File: config.mk
export PLATFORM = sky130hd
export DESIGN_NAME = morse_tx_scheduler_flat
export DESIGN_NICKNAME = d
export VERILOG_FILES = /design/src/rtl/morse_tx_scheduler_pkg.sv /design/src/rtl/morse_tx_scheduler_if.sv /design/src/rtl/morse_tx_scheduler_queue.sv /design/src/rtl/morse_tx_scheduler.sv /design/src/flat_wrapper.sv
export SDC_FILE = /design/constraint.sdc
export NUM_CORES = 1
export LEC_CHECK = 0
export CORE_AREA = 2 2 84 86
export DETAILED_ROUTE_END_ITERATION = 12
export DIE_AREA = 0 0 86 88
export DONT_BUFFER_PORTS = 1
export GPL_TIMING_DRIVEN = 0
export SETUP_SLACK_MARGIN = 0.4
export SYNTH_ARGS = -nofsm -noshare
export SYNTH_HDL_FRONTEND = slang
export SYNTH_SLANG_ARGS = --single-unit
export TNS_END_PERCENT = 1
File: constraint.sdc
create_clock -name clk -period 2.5 [get_ports clk]
set_input_delay 0.375 -clock clk [delete_from_list [all_inputs] [get_ports clk]]
set_output_delay 0.375 -clock clk [all_outputs]
set_load 0.1 [all_outputs]
File: src/rtl/morse_tx_scheduler_pkg.sv
// Shared types and constants for the Morse terminal UART scheduler.
//   tx_state_e : scheduler FSM states
//   ASCII_CR/LF: line-ending bytes emitted between lines
package morse_tx_pkg;

  typedef enum logic [1:0] {
    IDLE = 2'd0,
    CHAR = 2'd1,
    CR   = 2'd2,
    LF   = 2'd3
  } tx_state_e;

  localparam logic [7:0] ASCII_CR = 8'h0D;
  localparam logic [7:0] ASCII_LF = 8'h0A;

endpackage

File: src/rtl/morse_tx_scheduler_if.sv
// Bundle between the decoder/ROM stage, the scheduler and the UART write port.
//   char_valid/char_data : decoded character strobe and byte
//   nl_req               : newline request strobe
//   clr_ovf              : clear the sticky overflow flag
//   tx_full              : UART transmit FIFO full (backpressure)
//   wr_uart/w_data       : UART write strobe and byte
//   busy/overflow/col    : scheduler status
// Modport slave is the scheduler; master is the surrounding environment.
interface morse_tx_scheduler_if;
  logic       char_valid;
  logic [7:0] char_data;
  logic       nl_req;
  logic       clr_ovf;
  logic       tx_full;
  logic       wr_uart;
  logic [7:0] w_data;
  logic       busy;
  logic       overflow;
  logic [7:0] col;

  modport slave (
    input  char_valid, char_data, nl_req, clr_ovf, tx_full,
    output wr_uart, w_data, busy, overflow, col
  );

  modport master (
    output char_valid, char_data, nl_req, clr_ovf, tx_full,
    input  wr_uart, w_data, busy, overflow, col
  );
endinterface

File: src/rtl/morse_tx_scheduler_queue.sv
// Show-ahead synchronous character FIFO, DEPTH x 8.
//   clk, reset : clock, synchronous active-high reset
//   push, din  : write request and byte (ignored when full unless popping)
//   pop        : remove head (ignored when empty)
//   dout       : current head byte
//   empty/full : occupancy flags; count: entries held (0..DEPTH)
module tx_char_queue #(
  parameter int DEPTH = 4
) (
  input  logic                     clk,
  input  logic                     reset,
  input  logic                     push,
  input  logic                     pop,
  input  logic [7:0]               din,
  output logic [7:0]               dout,
  output logic                     empty,
  output logic                     full,
  output logic [$clog2(DEPTH):0]   count
);
  localparam int AW = $clog2(DEPTH);
  localparam int CW = AW + 1;

  logic [7:0]    mem [DEPTH];
  logic [AW-1:0] rd_ptr;
  logic [AW-1:0] wr_ptr;
  logic          do_push;
  logic          do_pop;

  assign do_pop  = pop && !empty;
  // A pop in the same cycle frees a slot, so a full queue still accepts.
  assign do_push = push && (!full || do_pop);

  // NOTE: state registers use non-blocking assignments so every flop samples
  // pre-edge values regardless of statement order.
  always_ff @(posedge clk) begin
    if (reset) begin
      rd_ptr <= '0;
      wr_ptr <= '0;
      count  <= '0;
    end else begin
      if (do_push) wr_ptr <= wr_ptr + 1'b1;
      if (do_pop)  rd_ptr <= rd_ptr + 1'b1;
      count <= count + CW'(do_push) - CW'(do_pop);
    end
  end

  // NOTE: storage is deliberately not reset; pointers and count define
  // which entries are meaningful, so stale contents are never observed.
  always_ff @(posedge clk) begin
    if (do_push) mem[wr_ptr] <= din;
  end

  assign dout  = mem[rd_ptr];
  assign empty = (count == '0);
  assign full  = (count == CW'(DEPTH));
endmodule

File: src/rtl/morse_tx_scheduler.sv
// Arbitrates the shared UART write port between queued decoded characters
// and CR/LF line endings (on request and automatic at LINE_LEN columns).
//   clk, reset : clock, synchronous active-high reset
//   bus        : scheduler side of morse_tx_scheduler_if (see interface)
module morse_tx_scheduler
  import morse_tx_pkg::*;
#(
  parameter int DEPTH    = 4,
  parameter int LINE_LEN = 64
) (
  input  logic                 clk,
  input  logic                 reset,
  morse_tx_scheduler_if.slave  bus
);
  localparam logic [7:0] LINE_END = 8'(LINE_LEN);

  tx_state_e              state;
  logic [7:0]             w_data_q;
  logic [7:0]             col_q;
  logic                   nl_pending;
  logic                   overflow_q;

  logic [7:0]             q_head;
  logic                   q_empty;
  logic                   q_full;
  logic [$clog2(DEPTH):0] q_count;

  logic                   q_pop;
  logic                   drop;
  logic                   lf_write;
  logic [7:0]             col_inc;
  logic                   wrap;

  assign q_pop    = (state == CHAR) && !bus.tx_full;
  assign drop     = bus.char_valid && q_full && !q_pop;
  assign lf_write = (state == LF) && !bus.tx_full;
  assign col_inc  = col_q + 8'd1;
  assign wrap     = (col_inc == LINE_END);

  tx_char_queue #(.DEPTH(DEPTH)) u_queue (
    .clk   (clk),
    .reset (reset),
    .push  (bus.char_valid),
    .pop   (q_pop),
    .din   (bus.char_data),
    .dout  (q_head),
    .empty (q_empty),
    .full  (q_full),
    .count (q_count)
  );

  // w_data is registered on state entry; the queue head cannot change while
  // in CHAR because the only pop is the one that leaves CHAR.
  always_ff @(posedge clk) begin
    if (reset) begin
      state    <= IDLE;
      w_data_q <= 8'h00;
      col_q    <= 8'd0;
    end else begin
      case (state)
        IDLE: begin
          if (nl_pending) begin
            state    <= CR;
            w_data_q <= ASCII_CR;
          end else if (!q_empty) begin
            state    <= CHAR;
            w_data_q <= q_head;
          end
        end
        CHAR: begin
          if (!bus.tx_full) begin
            // Column wraps to 0 on the write that completes the line, so col
            // never reports LINE_LEN; the auto CR/LF goes out immediately.
            col_q <= wrap ? 8'd0 : col_inc;
            if (wrap) begin
              state    <= CR;
              w_data_q <= ASCII_CR;
            end else begin
              state    <= IDLE;
              w_data_q <= 8'h00;
            end
          end
        end
        CR: begin
          if (!bus.tx_full) begin
            state    <= LF;
            w_data_q <= ASCII_LF;
          end
        end
        LF: begin
          if (!bus.tx_full) begin
            state    <= IDLE;
            w_data_q <= 8'h00;
            col_q    <= 8'd0;
          end
        end
        default: begin
          state    <= IDLE;
          w_data_q <= 8'h00;
        end
      endcase
    end
  end

  // A request coinciding with the LF write survives, yielding a second CR/LF.
  always_ff @(posedge clk) begin
    if (reset)            nl_pending <= 1'b0;
    else if (bus.nl_req)  nl_pending <= 1'b1;
    else if (lf_write)    nl_pending <= 1'b0;
  end

  // A drop in the same cycle as the clear keeps the flag set.
  always_ff @(posedge clk) begin
    if (reset)            overflow_q <= 1'b0;
    else if (drop)        overflow_q <= 1'b1;
    else if (bus.clr_ovf) overflow_q <= 1'b0;
  end

  assign bus.wr_uart  = (state != IDLE) && !bus.tx_full;
  assign bus.w_data   = w_data_q;
  assign bus.col      = col_q;
  assign bus.overflow = overflow_q;
  assign bus.busy     = (state != IDLE) || (q_count != '0) || nl_pending;
endmodule

File: src/flat_wrapper.sv
// flat-port wrapper written by rule: the top's interface ports become plain ports
module morse_tx_scheduler_flat import morse_tx_pkg::*;
#(
  parameter int DEPTH    = 4,
  parameter int LINE_LEN = 64
)
  (clk, reset, bus_char_valid, bus_char_data, bus_nl_req, bus_clr_ovf, bus_tx_full, bus_wr_uart, bus_w_data, bus_busy, bus_overflow, bus_col);
  morse_tx_scheduler_if bus_i ();
  input  logic clk;
  input  logic reset;
  input wire logic [$bits(bus_i.char_valid)-1:0] bus_char_valid;
  input wire logic [$bits(bus_i.char_data)-1:0] bus_char_data;
  input wire logic [$bits(bus_i.nl_req)-1:0] bus_nl_req;
  input wire logic [$bits(bus_i.clr_ovf)-1:0] bus_clr_ovf;
  input wire logic [$bits(bus_i.tx_full)-1:0] bus_tx_full;
  output wire logic [$bits(bus_i.wr_uart)-1:0] bus_wr_uart;
  output wire logic [$bits(bus_i.w_data)-1:0] bus_w_data;
  output wire logic [$bits(bus_i.busy)-1:0] bus_busy;
  output wire logic [$bits(bus_i.overflow)-1:0] bus_overflow;
  output wire logic [$bits(bus_i.col)-1:0] bus_col;
  assign bus_i.char_valid = bus_char_valid;
  assign bus_i.char_data = bus_char_data;
  assign bus_i.nl_req = bus_nl_req;
  assign bus_i.clr_ovf = bus_clr_ovf;
  assign bus_i.tx_full = bus_tx_full;
  assign bus_wr_uart = bus_i.wr_uart;
  assign bus_w_data = bus_i.w_data;
  assign bus_busy = bus_i.busy;
  assign bus_overflow = bus_i.overflow;
  assign bus_col = bus_i.col;
  morse_tx_scheduler #(.DEPTH(DEPTH), .LINE_LEN(LINE_LEN)) u_core (.clk(clk), .reset(reset), .bus(bus_i));
endmodule
; Word level (Yosys, flattened, before mapping)
; Memory sizes are Yosys's and may differ from the RTL's. A register that Yosys moved wholly into a read port is not among the register bits.
; Cells that the tools add are included.
[totals]
input_bits = 14
ramBits = 32
memories = 1
register_bits = 27
word_cells = 71
output_inout_bits = 19
[mem_list]
columns = name, depth, width, rd, rd_clocked_by_memory_dff, write_ports, line
row1 = u_core.u_queue.mem, 4, 8, 1, 1, 1, morse_tx_scheduler_queue.sv:23  ; logic [7:0] mem [DEPTH];
[op_classes]
reduce_logical = 23
n_mux = 25
n_eq_ne = 9
addsub = 5
[ops]
columns = op, n
row1 = 8-bit two-way mux, 7
row2 = 8-bit case mux with 4 select lines, 1
row3 = 2-bit two-way mux, 8
row4 = 8-bit case mux with 2 select lines, 1
row5 = 8-bit by 1-bit adder with 8-bit output (second input constant), 1
row6 = 8-bit by 7-bit equality test with 1-bit output (second input constant), 1
row7 = 2-bit case mux with 4 select lines, 1
row8 = 2-bit nonzero test, 4
row9 = 1-bit logical AND, 7
row10 = 1-bit two-way mux, 6
row11 = 2-bit inequality test (second input constant), 3
row12 = 2-bit by 1-bit adder with 2-bit output (second input constant), 2
row13 = 2-bit equality test (second input constant), 2
row14 = 1-bit logical NOT, 4
row15 = 4-bit two-way mux, 1
row16 = 4-bit AND reduction, 1
row17 = 3-bit by 1-bit adder with 3-bit output, 1
row18 = 3-bit equality test (second input constant), 1
row19 = 3-bit logical NOT, 1
row20 = 1-bit logical OR, 3
row21 = 3-bit by 2-bit inequality test with 1-bit output (second input constant), 1
row22 = 3-bit AND reduction, 1
row23 = 3-bit nonzero test, 1
row24 = 3-bit by 1-bit subtractor with 3-bit output, 1
row25 = 2 further kinds, 2

; Depth between registers and ports, before layout
[depth]
ltp_word = 7
depth_mapped = 12
mapped_depth_nobuf = 11

; Cells and area by module
; Synthesis repeated with hierarchy kept, for this count alone.
[hier_totals]
cells_unflattened = 228
hier_area_um2 = 2773.9
[modules_own_cells]
columns = module, instances, area_per_inst_um2, cells_per_inst
row1 = tx_char_queue, 1, 1649.1, 89
row2 = morse_tx_scheduler, 1, 1124.8, 139

; Worst setup path after synthesis
; No wires, ideal clock.
[synth_path]
path_type = reg2reg
from = register u_core.state[0]
to = register u_core.u_queue.count[2]
arrival_time_ns = 2.474
path_buffers = 1
setup_slack_ns = -0.102
period_less_slack_ns = 2.602
path_stages_with_launch = 13
cell_sequence = dfxtp_1 -> buf_6 -> or3b_2 -> a31oi_4 -> inv_1 -> ha_1 -> inv_1 -> ha_1 -> inv_1 -> fa_1 -> xor2_1 -> xnor2_1 -> nor2_1
[synth_between]
elab_chain_len = 7
[synth_lines]
columns = item, line
row1 = start: declaration, morse_tx_scheduler.sv:17  ; tx_state_e state;
row2 = start signal: assignment, morse_tx_scheduler.sv:56  ; state <= IDLE;
row3 = start signal: assignment, morse_tx_scheduler.sv:63  ; state <= CR;
row4 = start signal: assignment, morse_tx_scheduler.sv:66  ; state <= CHAR;
row5 = 2-bit by 1-bit equality test with 1-bit output (*), morse_tx_scheduler.sv:34  ; assign q_pop = (state == CHAR) && !bus.tx_full;
row6 = 1-bit logical AND (*), morse_tx_scheduler.sv:34
row7 = 1-bit logical AND (*), morse_tx_scheduler_queue.sv:29  ; assign do_pop = pop && !empty;
row8 = 1-bit logical OR, morse_tx_scheduler_queue.sv:31  ; assign do_push = push && (!full || do_pop);
row9 = 1-bit logical AND, morse_tx_scheduler_queue.sv:31
row10 = 3-bit by 1-bit adder with 3-bit output, morse_tx_scheduler_queue.sv:43  ; count <= count + CW'(do_push) - CW'(do_pop);
row11 = 3-bit by 1-bit subtractor with 3-bit output (*), morse_tx_scheduler_queue.sv:43
row12 = end signal: assignment, morse_tx_scheduler_queue.sv:43
row13 = end: declaration, morse_tx_scheduler_queue.sv:18  ; output logic [$clog2(DEPTH):0] count
; Every way passes the cells marked *; elsewhere a longest branch is shown, timed or not.
; A chain may end at the register's enable or synchronous reset.

; Worst setup path in the final report
; Same ends and word-level chain as after synthesis.

==> results by group <==
Logic synthesis
  – Synthesized flop and latch total: 61
  – Mapped Nets: 260
  – Post-synth cell types: 53
  – Post-synth EDFFs: 32
  – Cells after Synth: 238
  – Synth Warn #: 0
  – Synth Area per Inst: 11.8 um2
  – Share of flip-flops with an asynchronous set or reset: 0%
  – Synth Cell Area: 0.00281 mm2
  – Post-synth top flop: edfxtp_1
  – Sequential cell area fraction in the yosys report: 54.9%

Detailed routing
  – DR iter-0 viols: 124
  – Antenna viol nets, final: 0
  – Via Count: 1837
  – WL final: 5730 um
  – Vias/cell: 5.43
  – # DRC: 0
  – Wire per inst: 17.0 um
  – Drt first pass iters: 4

Cells and area
  – Nets@finish: 275
  – # fillers: 598
  – N_diodes: 0
  – Commonest cells after routing, fill and taps aside: edfxtp_1, dfxtp_1, nor2_1
  – Synth-to-layout area growth: 14.1%
  – Most common cell after layout, fill and taps aside: edfxtp_1
  – Layout cells sized above 1: 21.7%
  – Layout Cells excl Fill: 338
  – Post-Layout Inst Area: 0.00321 mm2

Floorplanning
  – Core ar.: 0.00664 mm2
  – Area of the die: 0.00757 mm2
  – Starting Density: 42.3%
  – Die Y-Extent: 88 um
  – Die X: 86 um
  – I/O pins: 33
  – Row Count: 30

Place
  – Final Wtd Congestion: 0.815
  – Placed cell count: 318
  – Buffers on Ports: 0
  – DP Wirelength: 3860 um
  – Placed cell area: 0.00291 mm2

CTS
  – H-tree levels: 3
  – TritonCTS Buffers: 9
  – Root Buffer: clkbuf_8
  – Clk slew on worst S/H paths: 90 ps
  – Sink Count: 61
  – TritonCTS clock tree: done
  – CTS max path bufs: 2
  – Worst-Skew Late Latency: 350 ps

STA
  – Worst-margin pin slew: 1030 ps
  – Worst rel slew slack: 30.9%
  – Setup violators final: 0
  – Fmax achieved: 418 MHz
  – Clock skew: 17.0 ps
  – Part of the cycle the worst path needs: 95.7%
  – Max-slew violations: 0
  – Hold Vio Cnt, Final: 0
  – Tmin final: 2390 ps
  – RSZ-0062 raised after global routing: yes

Global routing
  – Grt total ovfl: 0
  – Initial antenna violation count: 0
  – Largest net degree at the start of global routing: 14
  – First-pass GRT wire length: 9320 um
  – Gr usage total: 16.4%
  – Vias in the first global route: 1859

Hold path
  – WHS Path Cells: 0
  – HP Class: primary input to register

Setup path
  – CP max FO: 3
  – CP Data Arrival Time: 2620 ps
  – Crit path required time: 2730 ps
  – Setup CP Type: register to register
  – Worst Reg-to-Reg Cells: 12
  – CP Capture Type: register
  – Startpoint types: register

Job
  – Max-cap violations: 0

Power
  – Lkg Pwr: 1.11 nW
  – Worst IR drop on VDD: 0.000477 V
  – Pwr/cell area: 1040 mW/mm2

Run status
  – Run status: finished, final reports clean
-- kinds of logic after synthesis --
group	share of synthesized area, %
AOI/OAI and AO/OA	12.4
xor gates and xnor gates	1.87
adders and majority gates	3.83
buffers and inverters	3.74
DFF	54.9
muxes	7.53
and+or+nand+nor	15.8
-- cell type report --
type                    count  area (um2)  area share, %
repair buffers              4        30.0          0.937
well taps                  80         100           3.12
clock inverters             7        82.6           2.58
flip-flops and latches     61        1570           48.9
clock buffers               9         124           3.86
plain buffers              14        71.3           2.22
multi-input cells         154        1190           37.3
inverters                   9        33.8           1.05
-- registers in the layout, indices dropped and copies added (netlist names), named ones only --
| signal | flops |
|---|---|
| u_core.bus.col | 8 |
| u_core.bus.overflow | 1 |
| u_core.bus.w_data | 8 |
| u_core.nl_pending | 1 |
| u_core.state | 2 |
| u_core.u_queue.count | 3 |
| u_core.u_queue.mem | 32 |
| u_core.u_queue.rd_ptr | 2 |
| u_core.u_queue.wr_ptr | 2 |
-- worst paths after layout --
kind	startpoint	to	slack (ps)
max reg2reg	u_core.state[0]	u_core.u_queue.count[2]	110
min reg2reg	u_core.u_queue.rd_ptr[0]	register	540
max	u_core.state[0]	u_core.u_queue.count[2]	110
min	bus_char_data[2]	u_core.u_queue.mem[2][2]	120
-- cell usage after synthesis, types with 4 or more instances --
cell type,n,area [um2]
edfxtp_1,32,961
dfxtp_1,29,581
nor2_1,18,67.6
nand2_1,13,48.8
o21ai_0,12,60.1
a21oi_1,11,55.1
clkbuf_1,9,33.8
inv_1,9,33.8
mux4_2,8,180
nor2b_1,8,50.1
ha_1,7,87.6
nor3_1,6,30.0
a22oi_1,5,37.5
and2_1,5,31.3
nand3_1,5,25.0
nor4_1,4,25.0
xnor2_1,4,35.0
-- critical path, stage by stage (launching register included) --
cell and delay [ps]:
dfxtp_2 330, buf_6 90, or3b_4 400, a31oi_4 180, inv_1 60, ha_1 280
inv_1 50, ha_1 130, inv_1 50, fa_2 350, xor2_1 160, xnor2_1 130
nor2_1 50
-- timing repair --
action / 4_1_cts / 5_1_grt
hold buffers: 0 / 0
setup buffers: 3 / 1
resized for setup: 10 / 11
setup endpoints to repair: 15 / 11
cloned: 0 / 0
pin swaps: 2 / 1
-- power breakdown --
part	internal, W	switching, W	total, W
clock	0.000475	0.000444	0.000919
sequential	0.00120	0.000418	0.00161
combinational	0.000321	0.000465	0.000787
-- routing by layer --
metal / part of all wire (%) / GRT usage [%]
met5: 0 / 0
met4: 1.3 / 4.91
met3: 5.9 / 6.22
met2: 49 / 26.5
met1: 43 / 20.5
-- stage by stage --
step	hold WS (ps)	utilization [%]	total power [W]	TNS, ps	setup WS [ps]
3_5_place_dp	474	43.9	0.00238	-1110	-194
6_report	120	48.2	0.00332	0	107
3_3_place_gp	474	43.9	0.00236	-1320	-245
4_1_cts	104	47.6	0.00333	0	82.1
5_1_grt	102	48.2	0.00348	-37.7	-37.7
2_1_floorplan	474	-	0.00222	0	94.0
Power figures use the tool's default switching activity.
